File: config.mk
export PLATFORM = sky130hd
export DESIGN_NAME = id_ex_stage_flat
export DESIGN_NICKNAME = d
export VERILOG_FILES = /design/src/rtl/cpu_pkg.sv /design/src/rtl/id_ex_stage_if.sv /design/src/rtl/id_ex_stage_hazard_load_use.sv /design/src/rtl/id_ex_stage.sv /design/src/flat_wrapper.sv
export SDC_FILE = /design/constraint.sdc
export NUM_CORES = 1
export LEC_CHECK = 0
export ABC_AREA = 1
export BUFFER_PORTS_ARGS = -buffer_cell sky130_fd_sc_hd__buf_2
export CORE_ASPECT_RATIO = 0.5
export CORE_UTILIZATION = 50
export CTS_BUF_LIST = sky130_fd_sc_hd__clkbuf_16
export DETAILED_ROUTE_END_ITERATION = 8
export PLACE_DENSITY_LB_ADDON = 0.2
export SKIP_CTS_REPAIR_TIMING = 1
export SLEW_MARGIN = 20
export SYNTH_ARGS = -nofsm -noshare
export SYNTH_HDL_FRONTEND = slang
export SYNTH_SLANG_ARGS = --single-unit
File: constraint.sdc
create_clock -name clk -period 2.8 [get_ports clk]
set_input_delay 0.28 -clock clk [delete_from_list [all_inputs] [get_ports clk]]
set_output_delay 0.28 -clock clk [all_outputs]
set_load 0.01 [all_outputs]
File: src/rtl/cpu_pkg.sv
// Shared definitions for the RV32I pipeline: writeback/NPC encodings and the
// decoded control bundle carried from ID into EX.
package cpu_pkg;

    localparam int CTRL_ALUOP_W = 5;

    // Writeback select encodings
    localparam logic [1:0] FROM_ALU = 2'b00;
    localparam logic [1:0] FROM_MEM = 2'b01;
    localparam logic [1:0] FROM_PC  = 2'b10;

    // Next-PC operation encodings (bit0 marks a conditional branch)
    localparam logic [2:0] PLUS4  = 3'b000;
    localparam logic [2:0] BRANCH = 3'b001;
    localparam logic [2:0] JUMP   = 3'b010;
    localparam logic [2:0] JALR   = 3'b100;

    typedef struct packed {
        logic                    regwrite;
        logic                    memwrite;
        logic                    alusrc;
        logic [CTRL_ALUOP_W-1:0] aluop;
        logic [2:0]              npcop;
        logic [1:0]              wdsel;
        logic [2:0]              dmtype;
    } ctrl_t;

    localparam ctrl_t BUBBLE = '0;

    // Neutralise the fields that would change architectural state, keeping the rest.
    function automatic ctrl_t kill_ctrl(input ctrl_t c);
        ctrl_t k;
        k          = c;
        k.regwrite = 1'b0;
        k.memwrite = 1'b0;
        k.npcop    = PLUS4;
        k.wdsel    = FROM_ALU;
        return k;
    endfunction

endpackage

File: src/rtl/id_ex_stage_if.sv
// ID->EX bus: decoded instruction from ID, back-pressure/flush from EX,
// stall back to IF/ID and the registered EX-side copy.
//
// Handshake: ID presents an instruction when id_valid=1. It is consumed at a
// rising clk edge when ex_ready=1, flush=0 and stall=0; while stall=1 the
// producer must keep the same instruction on id_*. ex_ready=0 freezes the EX
// slot. flush=1 kills whatever would have entered EX, unconditionally.
interface id_ex_stage_if #(
    parameter int XLEN    = 32,
    parameter int ALUOP_W = 5
);
    logic               id_valid;
    logic [XLEN-1:0]    id_pc;
    logic [4:0]         id_rs1, id_rs2, id_rd;
    logic               id_use_rs1, id_use_rs2;
    logic [XLEN-1:0]    id_rd1, id_rd2, id_imm;
    logic               id_regwrite, id_memwrite, id_alusrc;
    logic [ALUOP_W-1:0] id_aluop;
    logic [2:0]         id_npcop;
    logic [1:0]         id_wdsel;
    logic [2:0]         id_dmtype;
    logic               ex_ready;
    logic               flush;
    logic               stall;
    logic               ex_valid;
    logic [XLEN-1:0]    ex_pc, ex_rd1, ex_rd2, ex_imm;
    logic [4:0]         ex_rs1, ex_rs2, ex_rd;
    logic               ex_regwrite, ex_memwrite, ex_alusrc;
    logic [ALUOP_W-1:0] ex_aluop;
    logic [2:0]         ex_npcop;
    logic [1:0]         ex_wdsel;
    logic [2:0]         ex_dmtype;

    modport master (
        output id_valid, id_pc, id_rs1, id_rs2, id_rd, id_use_rs1, id_use_rs2,
               id_rd1, id_rd2, id_imm, id_regwrite, id_memwrite, id_alusrc,
               id_aluop, id_npcop, id_wdsel, id_dmtype, ex_ready, flush,
        input  stall, ex_valid, ex_pc, ex_rd1, ex_rd2, ex_imm, ex_rs1, ex_rs2,
               ex_rd, ex_regwrite, ex_memwrite, ex_alusrc, ex_aluop, ex_npcop,
               ex_wdsel, ex_dmtype
    );

    modport slave (
        input  id_valid, id_pc, id_rs1, id_rs2, id_rd, id_use_rs1, id_use_rs2,
               id_rd1, id_rd2, id_imm, id_regwrite, id_memwrite, id_alusrc,
               id_aluop, id_npcop, id_wdsel, id_dmtype, ex_ready, flush,
        output stall, ex_valid, ex_pc, ex_rd1, ex_rd2, ex_imm, ex_rs1, ex_rs2,
               ex_rd, ex_regwrite, ex_memwrite, ex_alusrc, ex_aluop, ex_npcop,
               ex_wdsel, ex_dmtype
    );
endinterface

File: src/rtl/id_ex_stage_hazard_load_use.sv
// Load-use hazard detection: a load sitting in EX whose destination is read
// by the instruction in ID. x0 never creates a hazard. Purely combinational.
module hazard_load_use
    import cpu_pkg::*;
(
    input  logic       ex_valid_i,
    input  logic [1:0] ex_wdsel_i,
    input  logic [4:0] ex_rd_i,
    input  logic       id_valid_i,
    input  logic [4:0] id_rs1_i,
    input  logic [4:0] id_rs2_i,
    input  logic       id_use_rs1_i,
    input  logic       id_use_rs2_i,
    input  logic       flush_i,
    output logic       load_use_o,
    output logic       stall_o
);
    logic rs1_hit;
    logic rs2_hit;

    // Match either source operand against the load destination in EX
    always_comb begin
        rs1_hit    = id_use_rs1_i & (id_rs1_i == ex_rd_i);
        rs2_hit    = id_use_rs2_i & (id_rs2_i == ex_rd_i);
        load_use_o = ex_valid_i & (ex_wdsel_i == FROM_MEM) & (ex_rd_i != 5'd0)
                     & (rs1_hit | rs2_hit);
        // A flush discards the ID instruction anyway, so holding it is pointless
        stall_o    = id_valid_i & load_use_o & ~flush_i;
    end
endmodule

File: src/rtl/id_ex_stage.sv
// ID->EX pipeline register with integrated load-use bubble insertion.
// Optional macro ID_EX_PERF_EN adds saturating bubble/flush counters
// (perf_bubbles, perf_flushes).
module id_ex_stage
    import cpu_pkg::*;
#(
    parameter int              XLEN     = 32,
    parameter int              ALUOP_W  = CTRL_ALUOP_W,
    parameter logic [XLEN-1:0] RESET_PC = '0
) (
    input  logic         clk,
    input  logic         rstn,
    id_ex_stage_if.slave bus
`ifdef ID_EX_PERF_EN
    ,
    output logic [31:0]  perf_bubbles,
    output logic [31:0]  perf_flushes
`endif
);
    logic            load_use;
    logic            stall;
    logic [ALUOP_W-1:0] id_aluop;
    ctrl_t           id_ctrl;

    logic            valid_q, valid_d;
    logic [XLEN-1:0] pc_q, pc_d;
    logic [XLEN-1:0] rd1_q, rd1_d;
    logic [XLEN-1:0] rd2_q, rd2_d;
    logic [XLEN-1:0] imm_q, imm_d;
    logic [4:0]      rs1_q, rs1_d;
    logic [4:0]      rs2_q, rs2_d;
    logic [4:0]      rd_q, rd_d;
    ctrl_t           ctrl_q, ctrl_d;

    hazard_load_use u_hazard (
        .ex_valid_i   (valid_q),
        .ex_wdsel_i   (ctrl_q.wdsel),
        .ex_rd_i      (rd_q),
        .id_valid_i   (bus.id_valid),
        .id_rs1_i     (bus.id_rs1),
        .id_rs2_i     (bus.id_rs2),
        .id_use_rs1_i (bus.id_use_rs1),
        .id_use_rs2_i (bus.id_use_rs2),
        .flush_i      (bus.flush),
        .load_use_o   (load_use),
        .stall_o      (stall)
    );

    assign id_aluop = bus.id_aluop;

    // Pack the decoder outputs into the control bundle
    always_comb begin
        id_ctrl          = BUBBLE;
        id_ctrl.regwrite = bus.id_regwrite;
        id_ctrl.memwrite = bus.id_memwrite;
        id_ctrl.alusrc   = bus.id_alusrc;
        id_ctrl.aluop    = id_aluop;
        id_ctrl.npcop    = bus.id_npcop;
        id_ctrl.wdsel    = bus.id_wdsel;
        id_ctrl.dmtype   = bus.id_dmtype;
    end

    // Next EX slot: flush beats back-pressure beats load-use beats capture
    always_comb begin
        valid_d = valid_q;
        pc_d    = pc_q;
        rd1_d   = rd1_q;
        rd2_d   = rd2_q;
        imm_d   = imm_q;
        rs1_d   = rs1_q;
        rs2_d   = rs2_q;
        rd_d    = rd_q;
        ctrl_d  = ctrl_q;
        if (bus.flush) begin
            valid_d = 1'b0;
            ctrl_d  = kill_ctrl(ctrl_q);
        end else if (!bus.ex_ready) begin
            // EX/MEM is busy: freeze the slot
        end else if (load_use) begin
            valid_d = 1'b0;
            ctrl_d  = kill_ctrl(ctrl_q);
        end else begin
            valid_d = bus.id_valid;
            pc_d    = bus.id_pc;
            rd1_d   = bus.id_rd1;
            rd2_d   = bus.id_rd2;
            imm_d   = bus.id_imm;
            rs1_d   = bus.id_rs1;
            rs2_d   = bus.id_rs2;
            rd_d    = bus.id_rd;
            ctrl_d  = bus.id_valid ? id_ctrl : BUBBLE;
        end
    end

    // Pipeline register; reset leaves a NOP bubble at RESET_PC
    always_ff @(posedge clk or negedge rstn) begin
        if (!rstn) begin
            valid_q <= 1'b0;
            pc_q    <= RESET_PC;
            rd1_q   <= '0;
            rd2_q   <= '0;
            imm_q   <= '0;
            rs1_q   <= '0;
            rs2_q   <= '0;
            rd_q    <= '0;
            ctrl_q  <= BUBBLE;
        end else begin
            valid_q <= valid_d;
            pc_q    <= pc_d;
            rd1_q   <= rd1_d;
            rd2_q   <= rd2_d;
            imm_q   <= imm_d;
            rs1_q   <= rs1_d;
            rs2_q   <= rs2_d;
            rd_q    <= rd_d;
            ctrl_q  <= ctrl_d;
        end
    end

    assign bus.stall       = stall;
    assign bus.ex_valid    = valid_q;
    assign bus.ex_pc       = pc_q;
    assign bus.ex_rd1      = rd1_q;
    assign bus.ex_rd2      = rd2_q;
    assign bus.ex_imm      = imm_q;
    assign bus.ex_rs1      = rs1_q;
    assign bus.ex_rs2      = rs2_q;
    assign bus.ex_rd       = rd_q;
    assign bus.ex_regwrite = ctrl_q.regwrite;
    assign bus.ex_memwrite = ctrl_q.memwrite;
    assign bus.ex_alusrc   = ctrl_q.alusrc;
    assign bus.ex_aluop    = ctrl_q.aluop;
    assign bus.ex_npcop    = ctrl_q.npcop;
    assign bus.ex_wdsel    = ctrl_q.wdsel;
    assign bus.ex_dmtype   = ctrl_q.dmtype;

`ifdef ID_EX_PERF_EN
    logic [31:0] perf_bubbles_q;
    logic [31:0] perf_flushes_q;

    // Saturating counters of load-use bubbles and flush cycles
    always_ff @(posedge clk or negedge rstn) begin
        if (!rstn) begin
            perf_bubbles_q <= '0;
            perf_flushes_q <= '0;
        end else begin
            if (bus.flush && (perf_flushes_q != 32'hFFFF_FFFF))
                perf_flushes_q <= perf_flushes_q + 32'd1;
            if (!bus.flush && bus.ex_ready && load_use && (perf_bubbles_q != 32'hFFFF_FFFF))
                perf_bubbles_q <= perf_bubbles_q + 32'd1;
        end
    end

    assign perf_bubbles = perf_bubbles_q;
    assign perf_flushes = perf_flushes_q;
`endif
endmodule

File: src/flat_wrapper.sv
// flat-port wrapper written by rule: the top's interface ports become plain ports
module id_ex_stage_flat import cpu_pkg::*;
#(
    parameter int              XLEN     = 32,
    parameter int              ALUOP_W  = CTRL_ALUOP_W,
    parameter logic [XLEN-1:0] RESET_PC = '0
)
  (clk, rstn, bus_id_valid, bus_id_pc, bus_id_rs1, bus_id_rs2, bus_id_rd, bus_id_use_rs1, bus_id_use_rs2, bus_id_rd1, bus_id_rd2, bus_id_imm, bus_id_regwrite, bus_id_memwrite, bus_id_alusrc, bus_id_aluop, bus_id_npcop, bus_id_wdsel, bus_id_dmtype, bus_ex_ready, bus_flush, bus_stall, bus_ex_valid, bus_ex_pc, bus_ex_rd1, bus_ex_rd2, bus_ex_imm, bus_ex_rs1, bus_ex_rs2, bus_ex_rd, bus_ex_regwrite, bus_ex_memwrite, bus_ex_alusrc, bus_ex_aluop, bus_ex_npcop, bus_ex_wdsel, bus_ex_dmtype);
  id_ex_stage_if #(.XLEN(XLEN), .ALUOP_W(ALUOP_W)) bus_i ();
  input  logic clk;
  input  logic rstn;
  input wire logic [$bits(bus_i.id_valid)-1:0] bus_id_valid;
  input wire logic [$bits(bus_i.id_pc)-1:0] bus_id_pc;
  input wire logic [$bits(bus_i.id_rs1)-1:0] bus_id_rs1;
  input wire logic [$bits(bus_i.id_rs2)-1:0] bus_id_rs2;
  input wire logic [$bits(bus_i.id_rd)-1:0] bus_id_rd;
  input wire logic [$bits(bus_i.id_use_rs1)-1:0] bus_id_use_rs1;
  input wire logic [$bits(bus_i.id_use_rs2)-1:0] bus_id_use_rs2;
  input wire logic [$bits(bus_i.id_rd1)-1:0] bus_id_rd1;
  input wire logic [$bits(bus_i.id_rd2)-1:0] bus_id_rd2;
  input wire logic [$bits(bus_i.id_imm)-1:0] bus_id_imm;
  input wire logic [$bits(bus_i.id_regwrite)-1:0] bus_id_regwrite;
  input wire logic [$bits(bus_i.id_memwrite)-1:0] bus_id_memwrite;
  input wire logic [$bits(bus_i.id_alusrc)-1:0] bus_id_alusrc;
  input wire logic [$bits(bus_i.id_aluop)-1:0] bus_id_aluop;
  input wire logic [$bits(bus_i.id_npcop)-1:0] bus_id_npcop;
  input wire logic [$bits(bus_i.id_wdsel)-1:0] bus_id_wdsel;
  input wire logic [$bits(bus_i.id_dmtype)-1:0] bus_id_dmtype;
  input wire logic [$bits(bus_i.ex_ready)-1:0] bus_ex_ready;
  input wire logic [$bits(bus_i.flush)-1:0] bus_flush;
  output wire logic [$bits(bus_i.stall)-1:0] bus_stall;
  output wire logic [$bits(bus_i.ex_valid)-1:0] bus_ex_valid;
  output wire logic [$bits(bus_i.ex_pc)-1:0] bus_ex_pc;
  output wire logic [$bits(bus_i.ex_rd1)-1:0] bus_ex_rd1;
  output wire logic [$bits(bus_i.ex_rd2)-1:0] bus_ex_rd2;
  output wire logic [$bits(bus_i.ex_imm)-1:0] bus_ex_imm;
  output wire logic [$bits(bus_i.ex_rs1)-1:0] bus_ex_rs1;
  output wire logic [$bits(bus_i.ex_rs2)-1:0] bus_ex_rs2;
  output wire logic [$bits(bus_i.ex_rd)-1:0] bus_ex_rd;
  output wire logic [$bits(bus_i.ex_regwrite)-1:0] bus_ex_regwrite;
  output wire logic [$bits(bus_i.ex_memwrite)-1:0] bus_ex_memwrite;
  output wire logic [$bits(bus_i.ex_alusrc)-1:0] bus_ex_alusrc;
  output wire logic [$bits(bus_i.ex_aluop)-1:0] bus_ex_aluop;
  output wire logic [$bits(bus_i.ex_npcop)-1:0] bus_ex_npcop;
  output wire logic [$bits(bus_i.ex_wdsel)-1:0] bus_ex_wdsel;
  output wire logic [$bits(bus_i.ex_dmtype)-1:0] bus_ex_dmtype;
  assign bus_i.id_valid = bus_id_valid;
  assign bus_i.id_pc = bus_id_pc;
  assign bus_i.id_rs1 = bus_id_rs1;
  assign bus_i.id_rs2 = bus_id_rs2;
  assign bus_i.id_rd = bus_id_rd;
  assign bus_i.id_use_rs1 = bus_id_use_rs1;
  assign bus_i.id_use_rs2 = bus_id_use_rs2;
  assign bus_i.id_rd1 = bus_id_rd1;
  assign bus_i.id_rd2 = bus_id_rd2;
  assign bus_i.id_imm = bus_id_imm;
  assign bus_i.id_regwrite = bus_id_regwrite;
  assign bus_i.id_memwrite = bus_id_memwrite;
  assign bus_i.id_alusrc = bus_id_alusrc;
  assign bus_i.id_aluop = bus_id_aluop;
  assign bus_i.id_npcop = bus_id_npcop;
  assign bus_i.id_wdsel = bus_id_wdsel;
  assign bus_i.id_dmtype = bus_id_dmtype;
  assign bus_i.ex_ready = bus_ex_ready;
  assign bus_i.flush = bus_flush;
  assign bus_stall = bus_i.stall;
  assign bus_ex_valid = bus_i.ex_valid;
  assign bus_ex_pc = bus_i.ex_pc;
  assign bus_ex_rd1 = bus_i.ex_rd1;
  assign bus_ex_rd2 = bus_i.ex_rd2;
  assign bus_ex_imm = bus_i.ex_imm;
  assign bus_ex_rs1 = bus_i.ex_rs1;
  assign bus_ex_rs2 = bus_i.ex_rs2;
  assign bus_ex_rd = bus_i.ex_rd;
  assign bus_ex_regwrite = bus_i.ex_regwrite;
  assign bus_ex_memwrite = bus_i.ex_memwrite;
  assign bus_ex_alusrc = bus_i.ex_alusrc;
  assign bus_ex_aluop = bus_i.ex_aluop;
  assign bus_ex_npcop = bus_i.ex_npcop;
  assign bus_ex_wdsel = bus_i.ex_wdsel;
  assign bus_ex_dmtype = bus_i.ex_dmtype;
  id_ex_stage #(.XLEN(XLEN), .ALUOP_W(ALUOP_W), .RESET_PC(RESET_PC)) u_core (.clk(clk), .rstn(rstn), .bus(bus_i));
endmodule
# ---- Word level (Yosys, flattened, before mapping)
# Index checks and enable logic that the tools add are counted.
dict set report word_totals {
  register_bits 160
  word_cells 38
}
dict set report classes {
  n_bitwise 10
  n_mux 7
  n_reduce_logical 3
  n_eq_ne 3
}
# op n
set op_table {}
lappend op_table {{16-bit 2-to-1 mux} 4}
lappend op_table {{5-bit equality test} 2}
lappend op_table {{1-bit AND} 7}
lappend op_table {{5-bit nonzero test} 1}
lappend op_table {{1-bit 2-to-1 mux} 3}
lappend op_table {{3-bit AND reduction} 1}
lappend op_table {{2-bit by 1-bit equality test with 1-bit output, second input constant} 1}
lappend op_table {{1-bit inverter} 2}
lappend op_table {{2-bit nonzero test} 1}
lappend op_table {{1-bit bitwise OR} 1}

# ---- Logic depth before layout (Yosys ltp)
dict set report logic_depth {
  ltp_word 7
  depth_mapped 12
}

# ---- Modules after synthesis
# Synthesis repeated with hierarchy kept, for this count alone.
dict set report hier_totals {
  hier_cells 790
  area_unflattened_um2 6665.1
}
# module cells_per_inst seq_area_each_um2 instances area_each_um2
set modules_own_cells {}
lappend modules_own_cells {id_ex_stage 728 4003.8 1 6394.9}
lappend modules_own_cells {hazard_load_use 62 0.0 1 270.3}

# ---- Least setup slack after synthesis
# OpenSTA, ideal clock, no wires.
dict set report synth_path {
  kind {reg2out}
  start {register u_core.rd_q[3] (netlist: u_core.bus.ex_rd[3])}
  end {output bus_stall}
  path_slack_ns 1.134
  path_stages_with_launch 10
  arrival_time_ns 1.386
  required_ns 2.520
  path_cell_list {dfrtp_1 -> inv_1 -> nand2_1 -> nand2_1 -> nor2_1 -> nand3_1 -> nand2_1 -> nand2_2 -> clkbuf_1 -> nor3_1}
}
dict set report synth_between {
  elab_chain_len 6
}
# item line_no
set synth_lines {}
lappend synth_lines {{from (decl)} id_ex_stage.sv:32} ;# logic [4:0] rd_q, rd_d;
lappend synth_lines {{from (signal assigned)} id_ex_stage.sv:115} ;# rd_q <= rd_d;
lappend synth_lines {{5-bit equality test (on tied branches)} {id_ex_stage_hazard_load_use.sv:23, id_ex_stage_hazard_load_use.sv:24}}
lappend synth_lines {{1-bit AND (on tied branches)} {id_ex_stage_hazard_load_use.sv:23, id_ex_stage_hazard_load_use.sv:24}}
lappend synth_lines {{1-bit bitwise OR} id_ex_stage_hazard_load_use.sv:26} ;# & (rs1_hit | rs2_hit);
lappend synth_lines {{1-bit AND *} id_ex_stage_hazard_load_use.sv:26}
lappend synth_lines {{1-bit AND * (2 in a row)} id_ex_stage_hazard_load_use.sv:28} ;# stall_o = id_valid_i & load_use_o & ~flush_i;
lappend synth_lines {{to (decl)} flat_wrapper.sv:31} ;# output wire logic [$bits(bus_i.stall)-1:0] bus_stall;
# Every way passes the cells marked *; elsewhere a longest branch is shown, timed or not.

# ---- Worst setup path after layout
dict set report layout_path {
  start {register u_core.rd_q[0] (netlist: u_core.bus.ex_rd[0])}
  end {register u_core.rd2_q[15] (netlist: u_core.bus.ex_rd2[15])}
}
dict set report layout_between {
  elab_chain_len 6
}
# item line_no
set layout_lines {}
lappend layout_lines {{5-bit equality test (on tied branches)} {id_ex_stage_hazard_load_use.sv:23, id_ex_stage_hazard_load_use.sv:24}}
lappend layout_lines {{1-bit AND (on tied branches)} {id_ex_stage_hazard_load_use.sv:23, id_ex_stage_hazard_load_use.sv:24}}
lappend layout_lines {{1-bit bitwise OR} id_ex_stage_hazard_load_use.sv:26}
lappend layout_lines {{1-bit AND *} id_ex_stage_hazard_load_use.sv:26}
lappend layout_lines {{1-bit inverter (no line) *} --}
lappend layout_lines {{3-bit AND reduction (no line) *} --}
lappend layout_lines {{to (signal assigned)} id_ex_stage.sv:111} ;# rd2_q <= rd2_d;
lappend layout_lines {{to (decl)} id_ex_stage.sv:28} ;# logic [XLEN-1:0] rd2_q, rd2_d;
# Marked as above.
# A chain may end at the register's enable or synchronous reset.

==> summary.md <==
| Metric | Value |
|---|---|
| Status | `complete, no violations` |
| Sw Ratio | `28.71%` |
| Arrival time worst endpoint | `2590 ps` |
| Worst setup path startpoint | `u_core.bus.ex_rd[0]` |
| H-tree Lvls | `4` |
| Number of I/O port buffers | `326` |
| Critical Path Source Type | `flip-flop` |
| CP Max Fanout | `83` |
| Iter 0 DRT Violations | `466` |
| Final hold viol count | `0` |
| Crit-path max cell delay | `710 ps` |
| Post-Syn Area per Cell | `8.496 sq um` |
| R2R setup slack | `550 ps` |
| WS Path Type | `flip-flop to flip-flop` |
| Share of cells above drive strength 1 | `33.82%` |
| DRT Wirelength | `18,010 um` |
| Int Power | `4.248 mW` |
| Power per cell area | `669.0 nW/um^2` |
| Initial antenna violation count | `0` |
| Dpl hpwl | `12,110 um` |
| Die height | `83.25 um` |
| Clock power share | `36.9%` |
| Crit path capture | `u_core.bus.ex_rd2[15]` |
| Synth top area share | `60.65%` |
| DRC | `0` |
| Initial Utilization | `51.68%` |
| Global route overflow | `0` |
| Leading area contributor after synthesis | `dfrtp_1` |
| Tcrit/Tclk final | `80.41%` |
| Fillers | `1,098` |
| Max VDD drop | `0.0004104 V` |
| CP Capture Type | `flip-flop` |
| CTS tree | `done` |
| Row cnt | `29` |
| Clock buffer depth | `2` |
| Largest net degree at the start of global routing | `156` |
| Number of routed nets with antenna violations | `0` |
| GPL Wtd Cong | `0.8402` |
| WL/cell | `14.25 um` |
| Die ar. | `13,690 sq um` |
| Total CTS buffers | `17` |
| Max-cap violations | `0` |
| Core area | `12,770 sq um` |
| Final net count | `1,247` |
| R2r startpoint | `u_core.bus.ex_rd[0]` |
| Most frequent cell on the critical path | `nand4_1` |
| Crit path depth | `8` |
| RSZ-0062 raised after global routing | `false` |
| R2R depth | `8` |
| Vias | `6,166` |
| Ys Warns | `0` |
| Slowest cell on the critical path | `buf_4` |
| Number of antenna cells inserted | `0` |
| Seq/Total Area, Yosys | `60.65%` |
| Mapped cell area | `6601 sq um` |
| NetSw | `1.711 mW` |
| Placed instance area | `8335 sq um` |
| First-pass GRT wire length | `28,540 um` |
| Overall Power | `5.959 mW` |
| Min-Delay Path Class | `input pin to flip-flop` |
| Vias in the first global route | `5,889` |
| Slew margin rel. | `45.00%` |
| Sink Count | `160` |
| Worst skew pair latency | `410 ps` |
| Main area contributors after synthesis | `dfrtp_1, nand2_1, nand3_1, buf_2, inv_1` |
| Synth-to-Final Area Change | `34.93%` |
| Mapped Nets | `943` |
| Fin area | `8907 sq um` |
| Syn Inst Count | `777` |
| CP Cell Sequence | `nor2_1 -> nand4_1 -> nand4_1 -> inv_1 -> nand2_4 -> buf_4 -> nand3_1 -> nand2_1` |
| Root buf cell | `clkbuf_16` |
| CP top delay family | `simple AND/OR/NAND/NOR gates` |
| Sequential share of power | `46.0%` |
| Io pins | `327` |
| Max Transition Viols Final | `0` |
| Via density | `4.878` |
| Die Wd | `164.5 um` |
| Worst Path Required | `3140 ps` |
| Synth Register Bits | `160` |
| Comb power frac | `17.1%` |
| Unique cell type count in the Yosys netlist | `15` |
| Lkg Pwr | `5.367 nW` |
| Achievable Freq | `0.4441 GHz` |
| Setup TNS | `0 ps` |
| Final setup vio count | `0` |
| Worst reg2reg path endpoint | `u_core.bus.ex_rd2[15]` |
| Pre-antenna DRT Iters | `5` |
| Tmin final | `2251 ps` |
| Worst slew pin tran | `825.1 ps` |
| CP bufs+invs | `2` |
| Layout Skew | `11.95 ps` |
| Reg clk slew, reported paths | `70 ps` |
| GRT Resource Usage Total | `26.48%` |
## power groups by stage
stage	clock, mW	sequential, mW	combinational [mW]
after detailed placement	0	2.77	1.03
final	2.20	2.74	1.02
after floorplan	0	2.91	0.342
after CTS	2.24	2.74	1.03
after global placement	0	2.77	1.00
after global routing	2.34	2.77	1.14
## state kept, by name, indices dropped and copies added (netlist names), 5 cells and up
signal	count
u_core.bus.ex_imm	32
u_core.bus.ex_rs2	5
u_core.bus.ex_rd2	32
u_core.bus.ex_pc	32
u_core.bus.ex_rs1	5
u_core.bus.ex_rd1	32
u_core.bus.ex_rd	5
u_core.bus.ex_aluop	5
## tightest hold or removal path: stages
cell and delay (ps):
buf_2 80, nand3_1 60, nand2_1 60
## synthesized netlist by cell type
cell type,instances
buf_6,1
nand2_1,362
nor2_1,11
buf_1,13
nand3b_1,3
dfrtp_1,160
nand3_1,158
inv_1,23
clkbuf_1,11
nand2_2,2
buf_4,8
nand4_1,2
nor3_1,2
buf_2,18
inv_2,3
## stage by stage
step	setup WS (ps)	hold WS [ps]	instances	utilization, %
after floorplan	1134	-15.59	777	-
after global placement	651.2	300.2	1231	65.26
after detailed placement	579.8	305.6	1231	65.26
after CTS	541.7	-138.0	1263	69.66
after global routing	320.9	86.72	1264	69.74
final	548.5	95.03	1264	69.74
## kinds of logic (layout without fill, tap and decap cells)
kind of cell  after synthesis  after routing  share of synthesized area [%]
flops                     160            160                          60.65
buf+inv                    77            394                          5.288
simple gates              540            540                          34.06
## cell type report
class	count	area (sq um)	share of cell area, %
Sequential cell	160	4004	44.95
Multi-Input combinational cell	540	2266	25.44
Timing Repair Buffer	336	1765	19.82
Clock buffer	17	425.4	4.776
Tap cell	170	212.7	2.388
Clock inverter	15	136.4	1.531
Inverter	26	97.59	1.096
## placed cells by master (no fill, tap or decap)
master         instances
nor2_4                 1
buf_4                  5
bufinv_16              1
nor3_1                 2
nand2_4                2
inv_6                  2
buf_6                  1
clkinvlp_4             5
inv_8                  2
clkinv_1               1
nand3_1              158
inv_1                 25
buf_12                 4
nor2_1                10
nand4_1                2
dfrtp_1              160
nand2_1              362
nand3b_1               3
inv_2                  3
buf_2                325
clkbuf_16             17
clkinv_4               2
dlygate4sd3_1          1
## how the worst min path moves through the flow
| stage | startpoint | end | slack [ps] | depth (start not counted) |
|---|---|---|---|---|
| after floorplan | rstn | u_core.bus.ex_aluop[0] | -20 | 0 |
| after global placement | rstn | u_core.bus.ex_rd2[3] | 300 | 1 |
| after detailed placement | rstn | u_core.bus.ex_rd2[3] | 310 | 1 |
| after CTS | rstn | u_core.bus.ex_rd2[3] | -140 | 1 |
| after global routing | bus_id_rd1[25] | u_core.bus.ex_rd1[25] | 90 | 3 |
| final | bus_id_imm[23] | u_core.bus.ex_imm[23] | 100 | 3 |
## metal layers
metal  track usage, %  up-vias  share of wire (%)
met5                0        -                  0
met4            11.18        0                2.5
met3            5.894       34                6.3
met2            45.15      218                 51
met1            32.44     2853                 41
li1                 -     3061                  -
No activity file was read; power rests on OpenSTA's default activity.
